$ cat src/rtl/tohost_monitor_pkg.sv
`default_nettype none
// ============================================================================
// Module      : tohost_monitor_pkg
// Description : Shared types and constants for the tohost run monitor:
//               FSM state encoding (also exported on io_state), the tohost
//               done-bit position and the fail-code width.
// Revision    : 1.0 - initial release
// ============================================================================
package tohost_monitor_pkg;

  typedef enum logic [2:0] {
    HOLD    = 3'd0,
    RUN     = 3'd1,
    PASS    = 3'd2,
    FAIL    = 3'd3,
    TIMEOUT = 3'd4
  } state_e;

  localparam int TOHOST_DONE_BIT = 0;
  localparam int FAIL_CODE_W     = 31;

  // Terminal states halt the tile and present a verdict.
  function automatic logic is_terminal(input state_e s);
    return (s == PASS) || (s == FAIL) || (s == TIMEOUT);
  endfunction

endpackage
`default_nettype wire

$ cat src/rtl/sat_counter.sv
`default_nettype none
// ============================================================================
// Module      : sat_counter
// Description : Up-counter with synchronous clear, count enable and an
//               optional saturate-at-all-ones mode (wraps when i_sat is 0).
// Revision    : 1.0 - initial release
// ============================================================================
module sat_counter #(
  parameter int WIDTH = 8
) (
  input  logic             clk,
  input  logic             rst,
  input  logic             i_clr,
  input  logic             i_en,
  input  logic             i_sat,
  output logic [WIDTH-1:0] o_count
);

  localparam logic [WIDTH-1:0] C_MAX = '1;
  localparam logic [WIDTH-1:0] C_ONE = WIDTH'(1);

  logic [WIDTH-1:0] r_count;

  // Clear has priority over counting; saturation blocks the increment at max.
  always_ff @(posedge clk) begin
    if (rst || i_clr) begin
      r_count <= '0;
    end else if (i_en && !(i_sat && (r_count == C_MAX))) begin
      r_count <= r_count + C_ONE;
    end
  end

  assign o_count = r_count;

endmodule
`default_nettype wire

$ cat src/rtl/tohost_monitor.sv
`default_nettype none
// ============================================================================
// Module      : tohost_monitor
// Description : Run controller and verdict monitor for the EECS151 tile.
//               Holds the tile in reset for RESET_HOLD_CYCLES, runs it while
//               watching the tohost word, and latches PASS / FAIL / TIMEOUT.
//               Build macro TOHOST_MONITOR_WATCHDOG_EN enables the TIMEOUT
//               transition; without it the run counter saturates and RUN
//               lasts until a tohost hit or reset.
// Revision    : 1.0 - initial release
// ============================================================================
module tohost_monitor
  import tohost_monitor_pkg::*;
#(
  parameter int RESET_HOLD_CYCLES = 30,
  parameter int TIMEOUT_CYCLES    = 100,
  parameter int CYCLE_W           = 32
) (
  input  logic                   clock,
  input  logic                   reset,
  input  logic                   io_rerun,
  input  logic [31:0]            io_tohost,
  output logic                   io_core_reset,
  output logic                   io_done,
  output logic                   io_passed,
  output logic                   io_failed,
  output logic                   io_timeout,
  output logic [FAIL_CODE_W-1:0] io_fail_code,
  output logic [CYCLE_W-1:0]     io_cycles,
  output logic [2:0]             io_state
);

  localparam int HOLD_W = (RESET_HOLD_CYCLES > 1) ? $clog2(RESET_HOLD_CYCLES) : 1;
  localparam logic [HOLD_W-1:0] C_HOLD_LAST = HOLD_W'(RESET_HOLD_CYCLES - 1);

  state_e                 r_state;
  state_e                 w_state_next;
  logic [HOLD_W-1:0]      w_hold_cnt;
  logic [CYCLE_W-1:0]     w_cycles;
  logic [FAIL_CODE_W-1:0] w_code;
  logic [FAIL_CODE_W-1:0] r_fail_code;
  logic                   w_hit;
  logic                   w_code_nz;
  logic                   w_terminal;
  logic                   w_rerun_go;
  logic                   w_timeout_hit;
  logic                   w_run_sat;

  assign w_hit      = io_tohost[TOHOST_DONE_BIT];
  assign w_code     = io_tohost[31:1];
  assign w_code_nz  = |w_code;
  assign w_terminal = is_terminal(r_state);
  assign w_rerun_go = w_terminal && io_rerun;

`ifdef TOHOST_MONITOR_WATCHDOG_EN
  localparam logic [CYCLE_W:0] C_TIMEOUT  = (CYCLE_W + 1)'(TIMEOUT_CYCLES);
  localparam logic [CYCLE_W:0] C_INC_EXT  = (CYCLE_W + 1)'(1);

  // Threshold is judged on the post-increment count of this RUN cycle.
  assign w_timeout_hit = (({1'b0, w_cycles} + C_INC_EXT) == C_TIMEOUT);
  assign w_run_sat     = 1'b0;
`else
  logic w_unused_timeout;

  // The threshold has no effect without the watchdog; keep it referenced.
  assign w_unused_timeout = (TIMEOUT_CYCLES != 0);
  assign w_timeout_hit    = 1'b0;
  assign w_run_sat        = 1'b1;
`endif

  // Hold counter: zero outside HOLD so every entry into HOLD restarts it.
  sat_counter #(
    .WIDTH (HOLD_W)
  ) u_hold_cnt (
    .clk     (clock),
    .rst     (reset),
    .i_clr   (r_state != HOLD),
    .i_en    (r_state == HOLD),
    .i_sat   (1'b1),
    .o_count (w_hold_cnt)
  );

  // Run-cycle counter: counts hit-free RUN cycles, frozen in terminal states.
  sat_counter #(
    .WIDTH (CYCLE_W)
  ) u_run_cnt (
    .clk     (clock),
    .rst     (reset),
    .i_clr   ((r_state == HOLD) || w_rerun_go),
    .i_en    ((r_state == RUN) && !w_hit),
    .i_sat   (w_run_sat),
    .o_count (w_cycles)
  );

  // State register.
  always_ff @(posedge clock) begin
    if (reset) begin
      r_state <= HOLD;
    end else begin
      r_state <= w_state_next;
    end
  end

  // Next-state logic; a tohost hit outranks the timeout threshold.
  always_comb begin
    w_state_next = r_state;
    unique case (r_state)
      HOLD: begin
        if (w_hold_cnt == C_HOLD_LAST) begin
          w_state_next = RUN;
        end
      end
      RUN: begin
        if (w_hit) begin
          w_state_next = w_code_nz ? FAIL : PASS;
        end else if (w_timeout_hit) begin
          w_state_next = TIMEOUT;
        end
      end
      PASS, FAIL, TIMEOUT: begin
        if (io_rerun) begin
          w_state_next = HOLD;
        end
      end
      default: w_state_next = HOLD;
    endcase
  end

  // Fail code latches on a failing hit and clears on rerun.
  always_ff @(posedge clock) begin
    if (reset) begin
      r_fail_code <= '0;
    end else if ((r_state == RUN) && w_hit && w_code_nz) begin
      r_fail_code <= w_code;
    end else if (w_rerun_go) begin
      r_fail_code <= '0;
    end
  end

  // Outputs decode registered state only, so no input reaches them directly.
  always_comb begin
    io_core_reset = (r_state != RUN);
    io_done       = w_terminal;
    io_passed     = (r_state == PASS);
    io_failed     = (r_state == FAIL);
`ifdef TOHOST_MONITOR_WATCHDOG_EN
    io_timeout    = (r_state == TIMEOUT);
`else
    io_timeout    = 1'b0;
`endif
    io_fail_code  = r_fail_code;
    io_cycles     = w_cycles;
    io_state      = r_state;
  end

endmodule
`default_nettype wire

$ cat config.mk
export PLATFORM = sky130hd
export DESIGN_NAME = tohost_monitor
export DESIGN_NICKNAME = d
export VERILOG_FILES = /design/src/rtl/tohost_monitor_pkg.sv /design/src/rtl/sat_counter.sv /design/src/rtl/tohost_monitor.sv
export SDC_FILE = /design/constraint.sdc
export NUM_CORES = 1
export LEC_CHECK = 0
export ABC_AREA = 1
export CORE_ASPECT_RATIO = 1.2
export CORE_UTILIZATION = 51
export DETAILED_ROUTE_END_ITERATION = 12
export PLACE_DENSITY = 0.86
export SLEW_MARGIN = 15
export SYNTH_ARGS = -nofsm -noshare
export SYNTH_HDL_FRONTEND = slang
export SYNTH_SLANG_ARGS = --single-unit
export TNS_END_PERCENT = 50
$ cat constraint.sdc
create_clock -name clock -period 2.55 [get_ports clock]
set_input_delay 0.51 -clock clock [delete_from_list [all_inputs] [get_ports clock]]
set_output_delay 0.51 -clock clock [all_outputs]
set_load 0.02 [all_outputs]
==> results.md, run 1 <==
- Most common cell after layout, fill and taps aside: nand2_1
- Final hold vios: 0
- Fin Hold WS: 0.483 ns
- RePlAce Congestion: 0.865
- CTS HTree Levels: 3
- First-pass GRT wire length: 16600 microns
- Post-Synth Simple-Gate Area: 0.397
- RSZ-0062 raised after global routing: no
- Multi-input logic area: 0.00198 sq mm
- Pwr dens: 546 mW/mm^2
- Post-synth ARST share: 0
- Number of cells on the worst hold path: 2
- R2r setup slk: 0.48 ns
- Post-Syn Area: 0.00363 sq mm
- Final HPWL from detailed placement: 7550 microns
- Fillers: 580
- Initial DRT Pass Iterations: 4
- Ys Warns: 0
- Root Buffer: clkbuf_8
- Worst Skew: 0.00720 ns
- Tmin final: 2.13 ns
- Die width: 79 microns
- Maximum clock rate: 470 MHz
- Register area share after synthesis: 0.386
- Max VDD drop: 0.000446 V
- Largest net degree at the start of global routing: 40
- CP Launch Type: flip-flop
- TNS Setup: 0 ns
- Worst path cell trace: inv_2, nand2_2, clkdlybuf4s50_1
- Max stage delay on crit path: 0.63 ns
- Initial DRC Count: 229
- Port-buffer cells: 103
- EDFF count, synth: 0
- Ports: 106
- Mean Syn Cell Area: 6.66 sq um
- XOR/XNOR Fraction of Synth Area: 0.0241
- Rows: 33
- Inserted Diodes: 0
- Layout cells sized above 1: 0.0694
- Fin area: 0.00490 sq mm
- Dpl cell area: 0.00474 sq mm
- Clock buffer count from CTS: 9
- Final ANT Viol Nets: 0
- Cell at the slowest stage of the critical path: clkdlybuf4s50_1
- Clk Latency, worst-skew pair: 0.34 ns
- Run status: finished, final reports clean
- Mux contribution to synthesized area: 0
- Maxcap violations: 0
- Vias in the first global route: 3646
- Commonest register cell after synthesis: dfxtp_1
- Cells after Synth: 545
- Clk buf depth: 2
- Final number of setup-violating endpoints: 0
- Global route overflow: 0
- DR DRC count: 0
- Total Die Area: 0.00746 sq mm
- Post-Synth Adder-Cell Area: 0.0138
- Hold Path Sink: io_fail_code[17]
- Min-delay src: io_fail_code[17]
- Worst R2R End: u_run_cnt.o_count[18]
- Most frequent cells in the layout: nand2_1, clkdlybuf4s50_1, nor2_1, nand3_1, dfxtp_1
- Post-CTS Setup Bufs: 0
- Min-delay worst type: flip-flop to flip-flop
- Clock Sinks: 70
- Die H: 94.4 microns
- Yosys cell types: 33
- Worst-path clk slew: 0.06 ns
- Peak fanout along the critical path: 6
- Reg2Reg Launch Point: u_run_cnt.o_count[0]
- Post-synthesis compound-gate area fraction: 0.108
- Crit path DAT: 1.62 ns
- Initial cell density of the core: 0.529
- CTS tree: done
- Flip-flop and latch area: 0.00140 sq mm
- Vias: 4002
- Initial antenna violation count: 0
- Critical Path RT: 2.04 ns
- Worst reg2reg path depth: 10
- Hold_buf cts: 0
- Worst setup path category: flip-flop to primary output
- Synth Register Bits: 70
- Via density: 5.44
- Core Box Area: 0.00685 sq mm
- Post-Route WL: 10300 microns
- Slew HR: 0.626
- CP startpoint: io_state[1]
- Crit path capture type: primary output
- Final #Nets: 684
- Final worst path period share: 0.835
- Leakage: 0.00168 uW
- Drt wl/cell: 14.0 microns
- Post_cts resized: 0
- Measured slew at the worst slew-check pin: 0.558 ns
- Area growth syn-to-layout: 35.1%
- Tot GR Track Use: 0.284
- Largest family of logic cells by synthesized area: simple AND/OR/NAND/NOR gates
- Slew Viols, Final: 0
final cells by class:
type,count,area share
clock buffers,13,0.0304
multi-input cells,417,0.405
inverters,33,0.0253
flip-flops and latches,70,0.286
well taps,87,0.0222
clock inverters,1,0.00153
repair buffers,114,0.230
where the power goes:
group          total [uW]  internal [uW]  leakage, uW  switching (uW)
Clock                 756            370    0.0000756             385
Sequential           1220           1160     0.000565            62.0
Combinational         695            281      0.00104             414
Total                2670           1810      0.00168             861
how the worst max path moves through the flow:
stage | to | slack, ns
2_1_floorplan | u_run_cnt.o_count[0] | 0.71
3_3_place_gp | io_fail_code[23] | 0.43
3_5_place_dp | io_fail_code[23] | 0.37
4_1_cts | io_core_reset | 0.43
5_1_grt | u_run_cnt.o_count[12] | 0.29
6_report | io_core_reset | 0.42
registers in the layout, indices dropped and copies added (netlist names):
register,count
io_state,2
u_run_cnt.o_count,32
io_fail_code,31
u_hold_cnt.o_count,5
synth_stat cells (3+ instances only):
cell      number  share of area
nand3b_1       6          0.012
o21ai_0       12          0.017
ha_1           4          0.014
nor2_2         3         0.0052
buf_2          7         0.0097
nor3_1         9          0.012
a21oi_1       45          0.062
nand4_1        3         0.0052
dfxtp_1       70           0.39
inv_1         31          0.032
clkbuf_1      12          0.012
nor2_1        91          0.094
a21oi_2        9          0.022
buf_1          3         0.0031
nand2_1      135           0.14
nand3_1       73           0.10
xor2_1         8          0.019
critical path, delay by kind of cell (launching register included):
| family | cells | cell delay, ns |
|---|---|---|
| buffers and inverters | 2 | 0.73 |
| DFF | 1 | 0.45 |
| and+or+nand+nor | 1 | 0.11 |
metal layers:
layer,global-route usage,vias up,share of wire
met5,0,-,0
met4,0.139,0,0.039
met3,0.0560,37,0.050
met2,0.468,151,0.49
met1,0.352,1851,0.42
li1,-,1963,-
through the flow:
| step | instances | util | setup slack (ns) | total power (uW) |
|---|---|---|---|---|
| floorplan | 546 | - | 0.707 | 1650 |
| global placement | 721 | 0.692 | 0.429 | 1910 |
| detailed placement | 721 | 0.692 | 0.366 | 1930 |
| CTS | 735 | 0.715 | 0.427 | 2680 |
| global route | 735 | 0.715 | 0.292 | 2800 |
| finish | 735 | 0.715 | 0.420 | 2670 |
cell families (layout without fill, tap and decap cells):
kind of cell / count (synthesis) / after routing
xor gates and xnor gates: 10 / 10
other: 1 / 2
and+or+nand+nor: 331 / 331
buffers and inverters: 59 / 161
adders and majority gates: 4 / 4
AOI/OAI and AO/OA: 70 / 70
DFF: 70 / 70
Power figures use the tool's default switching activity.
==> run 2: changes to the inputs <==
Settings changed: CORE_UTILIZATION 51 to 43, PLACE_DENSITY 0.86 to 0.78.
Clock period 2.55 ns to 1.8 ns, I/O delays scaled along.
==> results.md, run 2 (synthesis results as in run 1) <==
- Post-layout util: 0.665 (was 0.715)
- Via density: 5.14 (was 5.44)
- Placed Cells: 789 (was 721)
- Worst path cell trace: clkdlybuf4s50_1 (was inv_2, nand2_2, clkdlybuf4s50_1)
- Clock Sinks: 70 (unchanged)
- Slew Viols, Final: 0 (unchanged)
- Largest net degree at the start of global routing: 34 (was 40)
- Run status: finished, final reports clean (unchanged)
- Leakage: 0.00227 uW (was 0.00168 uW)
- Clock Power Share: 0.333 (was 0.283)
- Initial DRC Count: 91 (was 229)
- Most common cell after layout, fill and taps aside: nand2_1 (unchanged)
- Tmin final: 1.77 ns
- Maxcap violations: 0 (unchanged)
- Clk buf depth: 2 (unchanged)
- Crit path DAT: 1.41 ns (was 1.62 ns)
- Ports: 106 (unchanged)
- Initial DRT Pass Iterations: 5 (was 4)
- CP delay by family, top: buffers and inverters (unchanged)
- Vias in the first global route: 3999 (was 3646)
- Worst setup path category: flip-flop to primary output (unchanged)
- Root Buffer: clkbuf_8 (unchanged)
- DR DRC count: 0 (unchanged)
- Initial cell density of the core: 0.445 (was 0.529)
- Worst Skew: 0.0103 ns (was 0.00720 ns)
- Drt wl/cell: 13.1 microns (was 14.0 microns)
- Port-buffer cells: 103 (unchanged)
- Max VDD drop: 0.000564 V (was 0.000446 V)
- Die H: 103 microns (was 94.4 microns)
- Comb power frac: 0.257 (was 0.260)
- Tot GR Track Use: 0.247 (was 0.284)
- Max stage delay on crit path: 0.64 ns (was 0.63 ns)
- Maximum clock rate: 564 MHz
- Clk Latency, worst-skew pair: 0.35 ns (was 0.34 ns)
- Final number of setup-violating endpoints: 0 (unchanged)
- Finished Layout Cells: 807 (was 735)
- Fin Hold WS: 0.486 ns (was 0.483 ns)
- Cell at the slowest stage of the critical path: clkdlybuf4s50_1 (unchanged)
- Area growth syn-to-layout: 49.3% (was 35.1%)
- Final worst path period share: 0.985
- Final hold vios: 0 (unchanged)
- Final WS setup: 0.0276 ns (was 0.420 ns)
- Final #Nets: 727 (was 684)
- Final HPWL from detailed placement: 7850 microns (was 7550 microns)
- CTS tree: done (unchanged)
- Core Box Area: 0.00815 sq mm (was 0.00685 sq mm)
- Buf/Inv on CP: 1 (was 2)
- Max reg flops: 32 (unchanged)
- Pwr Total: 4240 uW (was 2670 uW)
- Pwr dens: 782 mW/mm^2 (was 546 mW/mm^2)
- Worst-path clk slew: 0.07 ns (was 0.06 ns)
- Hold_buf cts: 0 (unchanged)
- Rows: 36 (was 33)
- CTS HTree Levels: 3 (unchanged)
- Global route overflow: 0 (unchanged)
- Sw power: 1290 uW (was 861 uW)
- Post-Route WL: 10600 microns (was 10300 microns)
- Final ANT Viol Nets: 0 (unchanged)
- Vias: 4149 (was 4002)
- Die width: 85.9 microns (was 79 microns)
- RePlAce Congestion: 0.891 (was 0.865)
- Initial antenna violation count: 0 (unchanged)
- Clock buffer count from CTS: 9 (unchanged)
- Setup slack at placement: -0.188 ns (was 0.366 ns)
- First-pass GRT wire length: 17100 microns (was 16600 microns)
- Critical Path RT: 1.44 ns (was 2.04 ns)
- Sw frac: 0.305 (was 0.322)
- Min-delay worst type: flip-flop to flip-flop (unchanged)
- Crit path capture type: primary output (unchanged)
- Peak fanout along the critical path: 5 (was 6)
- Total Die Area: 0.00881 sq mm (was 0.00746 sq mm)
- CP Launch Type: flip-flop (unchanged)
- Reg power frac: 0.409 (was 0.457)
- P_int: 2940 uW (was 1810 uW)
- Most frequent cells in the layout: nand2_1, nor2_1, clkdlybuf4s50_1, nand3_1, dfxtp_1 (was nand2_1, clkdlybuf4s50_1, nor2_1, nand3_1, dfxtp_1)
- Inserted Diodes: 0 (unchanged)
- Layout cells sized above 1: 0.146 (was 0.0694)
[run 2: cell types whose count changed in the layout (fill, tap and decap cells not counted), sizes merged]
cell           before  now
clkbuf             13   12
bufinv              0    2
buf                11   54
dlymetal6s2s        0   16
clkdlybuf4s50     103   81
clkinv              1    3
clkinvlp            1    0
dlygate4sd2         0    6
[run 2: layer usage]
| metal | global-route usage | wire length, microns | vias to the layer above |
|---|---|---|---|
| met1 | 0.252 | 4190 | 1908 |
| met5 | 0 | 0 | - |
| li1 | - | - | 2051 |
| met2 | 0.462 | 5340 | 161 |
| met4 | 0.145 | 353 | 0 |
| met3 | 0.0592 | 716 | 29 |
[run 2: power by group through the flow]
stage / clock (uW) / combinational (uW) / sequential (uW)
final: 1410 / 1090 / 1730
after global routing: 1490 / 1180 / 1750
after CTS: 1430 / 1080 / 1740
after detailed placement: 0 / 1080 / 1770
after global placement: 0 / 1050 / 1760
after floorplan: 0 / 501 / 1830
[run 2: path summary, 6_finish.rpt]
path / startpoint / end / slack (ns) / cells past startpoint
hold / removal: io_fail_code[2] / io_fail_code[2] / 0.49 / 2
hold reg to reg: io_fail_code[2] / io_fail_code[2] / 0.49 / 2
setup / recovery: u_run_cnt.o_count[22] / io_cycles[22] / 0.03 / 1
setup reg to reg: u_run_cnt.o_count[1] / u_run_cnt.o_count[0] / 0.12 / 10
[run 2: layout make-up]
cell class                      instances  area (sq um)
Inverter                               33           124
Fill cell                             697          2730
Sequential cell                        70          1410
Timing Repair Buffer                  157          1520
Multi-Input combinational cell        417          2010
Clock inverter                          4          70.1
Clock buffer                           12           145
Tap cell                              114           143
[run 2: through the flow]
step           setup TNS, ns  instance area (sq um)
2_1_floorplan              0                   3630
3_5_place_dp           -5.06                   5130
6_report                   0                   5420
5_1_grt              -0.0155                   5420
4_1_cts                    0                   5340
3_3_place_gp           -3.86                   5130
[run 2: timing repair]
action	CTS	global route
endpoints found under the setup margin	9	42
gates resized for setup	8	24
cloned	0	0
buffers inserted	0	2
pin swaps	0	2
==> run 3: changes to the inputs <==
Settings changed: CTS_CLUSTER_DIAMETER from default to 60.
==> results of run 3 <==
Same layout as run 2: the final DEF is identical, and so are final timing and power.
